## config.mk

```make
export PLATFORM = sky130hd
export DESIGN_NAME = llc_input_fetch
export DESIGN_NICKNAME = d
export VERILOG_FILES = /design/src/rtl/llc_input_fetch.sv
export SDC_FILE = /design/constraint.sdc
export NUM_CORES = 1
export LEC_CHECK = 0
export CORE_AREA = 2 2 211 213
export DETAILED_ROUTE_END_ITERATION = 16
export DIE_AREA = 0 0 213 215
export GPL_TIMING_DRIVEN = 0
export PLACE_DENSITY_LB_ADDON = 0.12
export SETUP_SLACK_MARGIN = 0.3
export SLEW_MARGIN = 15
export SYNTH_ARGS = -nofsm -noshare
export SYNTH_HDL_FRONTEND = slang
export SYNTH_SLANG_ARGS = --single-unit
```

## constraint.sdc

```tcl
create_clock -name clk -period 2.93 [get_ports clk]
set_input_delay 0.879 -clock clk [delete_from_list [all_inputs] [get_ports clk]]
set_output_delay 0.879 -clock clk [all_outputs]
set_load 0.01 [all_outputs]
```

## src/rtl/llc_input_fetch.sv

```systemverilog
// LLC input fetch stage: pops the decoder-selected input channel, latches the
// popped message, owns the stalled-request register, and reports each fetch
// to the process stage with a one-cycle pulse and a one-hot message type.
module llc_input_fetch #(
    parameter int RSP_W = 64,
    parameter int REQ_W = 96,
    parameter int DMA_W = 96,
    parameter int RST_W = 1
) (
    input  logic             clk,
    input  logic             rst,
    input  logic             decode_en,
    input  logic             is_rst_to_get_next,
    input  logic             is_rsp_to_get_next,
    input  logic             do_get_req,
    input  logic             do_get_dma_req,
    input  logic             update_req_in_from_stalled,
    input  logic             clr_req_in_stalled_valid,
    input  logic             set_req_stall,
    input  logic             llc_rst_tb_valid,
    output logic             llc_rst_tb_ready,
    input  logic [RST_W-1:0] llc_rst_tb_data,
    input  logic             llc_rsp_in_valid,
    output logic             llc_rsp_in_ready,
    input  logic [RSP_W-1:0] llc_rsp_in_data,
    input  logic             llc_req_in_valid,
    output logic             llc_req_in_ready,
    input  logic [REQ_W-1:0] llc_req_in_data,
    input  logic             llc_dma_req_in_valid,
    output logic             llc_dma_req_in_ready,
    input  logic [DMA_W-1:0] llc_dma_req_in_data,
    output logic [RST_W-1:0] rst_tb_in,
    output logic [RSP_W-1:0] rsp_in,
    output logic [REQ_W-1:0] req_in,
    output logic [DMA_W-1:0] dma_req_in,
    output logic             req_in_stalled_valid,
    output logic             fetch_done,
    output logic [3:0]       fetch_type,
    output logic             busy,
    output logic             proto_err
);

    typedef enum logic {
        ST_IDLE,
        ST_WAIT
    } state_e;

    // Channel ids double as bit positions in the one-hot {dma, req, rsp, rst}.
    typedef enum logic [1:0] {
        CH_RST = 2'd0,
        CH_RSP = 2'd1,
        CH_REQ = 2'd2,
        CH_DMA = 2'd3
    } chan_e;

    state_e           state_q, state_d;
    chan_e            wait_ch_q, wait_ch_d;
    chan_e            sel_ch;
    logic             sel_valid;
    logic             sample;
    logic             do_update;
    logic             multi_sel;
    logic [3:0]       sel_vec;
    logic [3:0]       valid_vec;
    logic [3:0]       ready_vec;
    logic [3:0]       pop_vec;
    logic             fetch_done_d;
    logic [3:0]       fetch_type_d;

    logic [RST_W-1:0] rst_tb_q;
    logic [RSP_W-1:0] rsp_q;
    logic [REQ_W-1:0] req_q;
    logic [DMA_W-1:0] dma_q;
    logic [REQ_W-1:0] stalled_q;
    logic             stalled_valid_q;
    logic             fetch_done_q;
    logic [3:0]       fetch_type_q;
    logic             proto_err_q;

    assign sel_vec   = {do_get_dma_req, do_get_req, is_rsp_to_get_next, is_rst_to_get_next};
    assign valid_vec = {llc_dma_req_in_valid, llc_req_in_valid, llc_rsp_in_valid, llc_rst_tb_valid};

    // Decoder strobes are only meaningful while idle; WAIT ignores them entirely.
    assign sample    = (state_q == ST_IDLE) && decode_en;
    assign do_update = sample && update_req_in_from_stalled;
    // Clearing the lowest set bit leaves something only if two or more were set.
    assign multi_sel = (sel_vec & (sel_vec - 4'd1)) != 4'd0;

    // Next-state, priority select (rst > rsp > req > dma), ready and pop generation.
    always_comb begin
        // NOTE: every signal gets a default first so no path leaves it unassigned and infers a latch.
        state_d      = state_q;
        wait_ch_d    = wait_ch_q;
        sel_valid    = 1'b0;
        sel_ch       = CH_RST;
        ready_vec    = 4'b0000;

        // A resume from the stalled register replaces any channel pop this cycle.
        if (sample && !do_update) begin
            if (sel_vec[CH_RST]) begin
                sel_valid = 1'b1;
                sel_ch    = CH_RST;
            end else if (sel_vec[CH_RSP]) begin
                sel_valid = 1'b1;
                sel_ch    = CH_RSP;
            end else if (sel_vec[CH_REQ]) begin
                sel_valid = 1'b1;
                sel_ch    = CH_REQ;
            end else if (sel_vec[CH_DMA]) begin
                sel_valid = 1'b1;
                sel_ch    = CH_DMA;
            end
        end

        case (state_q)
            ST_IDLE: begin
                if (sel_valid) begin
                    ready_vec[sel_ch] = 1'b1;
                    if (!valid_vec[sel_ch]) begin
                        state_d   = ST_WAIT;
                        wait_ch_d = sel_ch;
                    end
                end
            end
            ST_WAIT: begin
                ready_vec[wait_ch_q] = 1'b1;
                if (valid_vec[wait_ch_q]) begin
                    state_d = ST_IDLE;
                end
            end
            default: state_d = ST_IDLE;
        endcase

        pop_vec      = ready_vec & valid_vec;
        fetch_done_d = (|pop_vec) || do_update;
        fetch_type_d = do_update ? 4'b0100 : pop_vec;
    end

    // FSM state, pending channel id, fetch report and sticky protocol error.
    always_ff @(posedge clk or negedge rst) begin
        if (!rst) begin
            state_q      <= ST_IDLE;
            wait_ch_q    <= CH_RST;
            fetch_done_q <= 1'b0;
            fetch_type_q <= 4'b0000;
            proto_err_q  <= 1'b0;
        end else begin
            // NOTE: sequential state uses non-blocking assignments so every register samples pre-edge values.
            state_q      <= state_d;
            wait_ch_q    <= wait_ch_d;
            fetch_done_q <= fetch_done_d;
            fetch_type_q <= fetch_type_d;
            if (sample && multi_sel) begin
                proto_err_q <= 1'b1;
            end
        end
    end

    // Holding registers: each one changes only on a pop of its own channel.
    always_ff @(posedge clk or negedge rst) begin
        if (!rst) begin
            rst_tb_q <= '0;
            rsp_q    <= '0;
            req_q    <= '0;
            dma_q    <= '0;
        end else begin
            if (pop_vec[CH_RST]) rst_tb_q <= llc_rst_tb_data;
            if (pop_vec[CH_RSP]) rsp_q    <= llc_rsp_in_data;
            if (do_update) begin
                req_q <= stalled_q;
            end else if (pop_vec[CH_REQ]) begin
                req_q <= llc_req_in_data;
            end
            if (pop_vec[CH_DMA]) dma_q    <= llc_dma_req_in_data;
        end
    end

    // Stalled request: set beats clear; a simultaneous resume swaps with req_q.
    always_ff @(posedge clk or negedge rst) begin
        if (!rst) begin
            stalled_q       <= '0;
            stalled_valid_q <= 1'b0;
        end else if (set_req_stall) begin
            stalled_q       <= req_q;
            stalled_valid_q <= 1'b1;
        end else if (clr_req_in_stalled_valid) begin
            stalled_valid_q <= 1'b0;
        end
    end

    assign llc_rst_tb_ready     = ready_vec[CH_RST];
    assign llc_rsp_in_ready     = ready_vec[CH_RSP];
    assign llc_req_in_ready     = ready_vec[CH_REQ];
    assign llc_dma_req_in_ready = ready_vec[CH_DMA];

    assign rst_tb_in            = rst_tb_q;
    assign rsp_in               = rsp_q;
    assign req_in               = req_q;
    assign dma_req_in           = dma_q;
    assign req_in_stalled_valid = stalled_valid_q;
    assign fetch_done           = fetch_done_q;
    assign fetch_type           = fetch_type_q;
    assign busy                 = (state_q == ST_WAIT);
    assign proto_err            = proto_err_q;

endmodule

```

==> results.toml <==
[sta]
setup_slack_ns = 0.296
clock_skew_ns = 0.0138
finalCritPeriodShare = 0.899
rsz0062_at_grt = "yes"
slew_violations = 0
hold_viol_final = 0
fmax_ghz = 0.380
relSlewSlack = 0.384
tightest_slew_ns = 0.913
period_needed_ns = 2.63
setup-violations-final = 0

[worst_setup_path]
reg2reg_from = "busy"
critPathRequiredTime_ns = 2.05
r2r_cells = 8
worstSetupPathType = "primary input to output pin"
cp-startpoint = "is_rst_to_get_next"
critPathMaxFanout = 8
critical_path_arrival_ns = 1.75
critPathLaunchType = "primary input"
reg2reg_to = "req_in[55]"
r2r_slack_ns = 0.57
endpoint_kind = "output pin"

[grt]
grt_max_degree = 103
grt_pass1_vias = 11800
antenna_found_initial = 13
grt-ovfl-total = 0
grt_first_pass_wirelength_um = 72700
track_usage = 0.211

[power]
seqPwrFrac = 0.399
power.switching_w = 0.00661
clock_power_share = 0.243
p_int_w = 0.0151
leakage_nw = 9.28
ir_drop_v = 0.000714
combinationalPowerShare = 0.357
p_per_area_nw_per_um2 = 983
p_sw_frac = 0.305

[clock_tree]
cts_buffers = 43
cts.sinks = 363
cts_buffer_depth = 3
worstSkewPairLatency_ns = 0.55
cts_root_buf = "clkbuf_16"
cts_tree = "done"
cts.clk_slew.worst_paths_ns = 0.06
htreeDepth = 2

[placed_design]
placed_area_sq_um = 20600
port_buffers = 535
gp_congestion = 0.794
dpl.hpwl_um = 35600
place_ws_ns = -0.610

[floorplanning]
start_util = 0.331
ios = 540
chipWidth_um = 213
design.core.area_sq_um = 43600
num_rows = 77
die_area_sq_um = 45800
die_y_um = 215

[yosys]
yosysTopAreaCellShare = 0.629
seq_area_frac_synth = 0.629
synth.area.top_cells = "dfrtp_1 63%, mux2_2 19%, a21oi_1 6.7%"
ys.flop_type = "dfrtp_1"
synth-compound-area-share = 0.0756
ys_top_cells_by_count = "363 x dfrtp_1, 247 x mux2_2, 192 x a21oi_1"
ys.warnings.count = 0
synthCells = 1125
syn-num-nets = 1396
ys_ff_latch = 363
synth.area.mux_share = 0.205
yosysMostFrequentCell = "dfrtp_1"
synth_xor_area_frac = 0
synth_edf_count = 0
syn_avg_cell_area_sq_um = 12.8
synth-simple-area-share = 0.0607
synth-adder-area-share = 0.000693
async_flop_share = 1.00
synth_cell_types = 40
yosysTopAreaCell = "dfrtp_1"
synth_top_family_by_area = "multiplexers"
syn-cell-area_sq_um = 14400

[finish]
nets = 1986
areaGrowthSynthToFinish_pct = 52.9
drive_gt1_frac = 0.223
fin_util = 0.506
final_area_sq_um = 22100

[job]
cap_violations = 0

[detailed_routing]
firstDrtPassIters = 4
drc = 0
ant_nets = 0
first_iter_violations = 588
wl_per_cell_um = 20.6
wirelength_um = 48200
vias = 11000
routed_via_density = 4.70

[min_path]
hp-class = "primary input to asynchronous set/reset pin"

[status]
outcome = "complete, no violations"
-- cell usage in the layout, fill, tap and decap left out, drive strengths merged, types with 2 or more instances in the layout --
| cell | synthesis | routed |
|---|---|---|
| mux2 | 257 | 257 |
| nor2b | 5 | 5 |
| nor3b | 2 | 2 |
| buf | 44 | 59 |
| clkbuf | 29 | 96 |
| a21o | 2 | 2 |
| a22oi | 2 | 2 |
| dfrtp | 363 | 363 |
| diode | 0 | 2 |
| o21ai | 2 | 2 |
| clkinv | 0 | 6 |
| clkdlybuf4s50 | 0 | 527 |
| nor2 | 98 | 98 |
| a21oi | 192 | 192 |
| mux2i | 2 | 2 |
| nand2 | 101 | 101 |
| inv | 8 | 10 |
-- cell type report --
type | count | area, sq um
flip-flops and latches | 363 | 9080
multi-input cells | 681 | 4970
clock buffers | 66 | 1310
plain buffers | 73 | 388
fillers | 3880 | 21600
clock inverters | 10 | 85.1
diodes | 2 | 5.00
inverters | 8 | 30.0
repair buffers | 545 | 5480
well taps | 592 | 741
-- registers in the layout, indices dropped and copies added (netlist names), 2 cells and up --
| signal | flops |
|---|---|
| dma_req_in | 96 |
| fetch_type | 4 |
| req_in | 96 |
| rsp_in | 64 |
| stalled_q | 96 |
| wait_ch_q | 2 |
-- cells by family (layout without fill, tap and decap cells) --
kind of cell / after synthesis / after routing
buf+inv: 81 / 702
mux: 260 / 260
flops: 363 / 363
fa+ha+maj: 1 / 1
other cells: 0 / 2
compound gates: 207 / 207
simple gates: 213 / 213
-- worst max path at each step --
stage,end,cells after the start
final,llc_dma_req_in_ready,5
after global routing,llc_dma_req_in_ready,4
after CTS,llc_dma_req_in_ready,4
after detailed placement,llc_req_in_ready,5
after global placement,dma_req_in[42],1
after floorplan,llc_rsp_in_ready,4
-- what timing repair did --
item / in CTS / in global routing
buffers inserted: 4 / 3
pin swaps: 2 / 2
endpoints found under the setup margin: 11 / 4
hold buffers: 0 / 0
gates resized for setup: 33 / 5
-- power groups by stage --
stage | clock, W | sequential, W | combinational, W
detailed placement | 0 | 0.00872 | 0.00782
finish | 0.00528 | 0.00867 | 0.00776
global route | 0.00566 | 0.00899 | 0.00827
global placement | 0 | 0.00865 | 0.00776
floorplan | 0 | 0.00927 | 0.00227
CTS | 0.00545 | 0.00868 | 0.00788
-- worst max-delay path, stage by stage --
cell and delay [ns]:
buf_4 0.15, nor4b_4 0.32, buf_4 0.17, a2bb2o_4 0.13, buf_6 0.11
-- per-layer routing --
| metal | part of all wire | GRT usage | vias to the layer above |
|---|---|---|---|
| li1 | - | - | 5061 |
| met1 | 0.39 | 0.255 | 5449 |
| met2 | 0.47 | 0.337 | 370 |
| met3 | 0.098 | 0.0839 | 99 |
| met4 | 0.034 | 0.0814 | 20 |
| met5 | 0.0025 | 0 | - |
-- stage by stage --
stage / setup TNS, ns / total power, W / instances / hold slack (ns)
5_1_grt: 0 / 0.0229 / 2339 / 0.350
3_3_place_gp: -5655.47 / 0.0164 / 2252 / 0.464
4_1_cts: 0 / 0.0220 / 2335 / 0.330
6_report: 0 / 0.0217 / 2340 / 0.326
2_1_floorplan: 0 / 0.0115 / 1125 / 0.481
3_5_place_dp: -25.71 / 0.0165 / 2255 / 0.461
No activity file was read; power rests on OpenSTA's default activity.
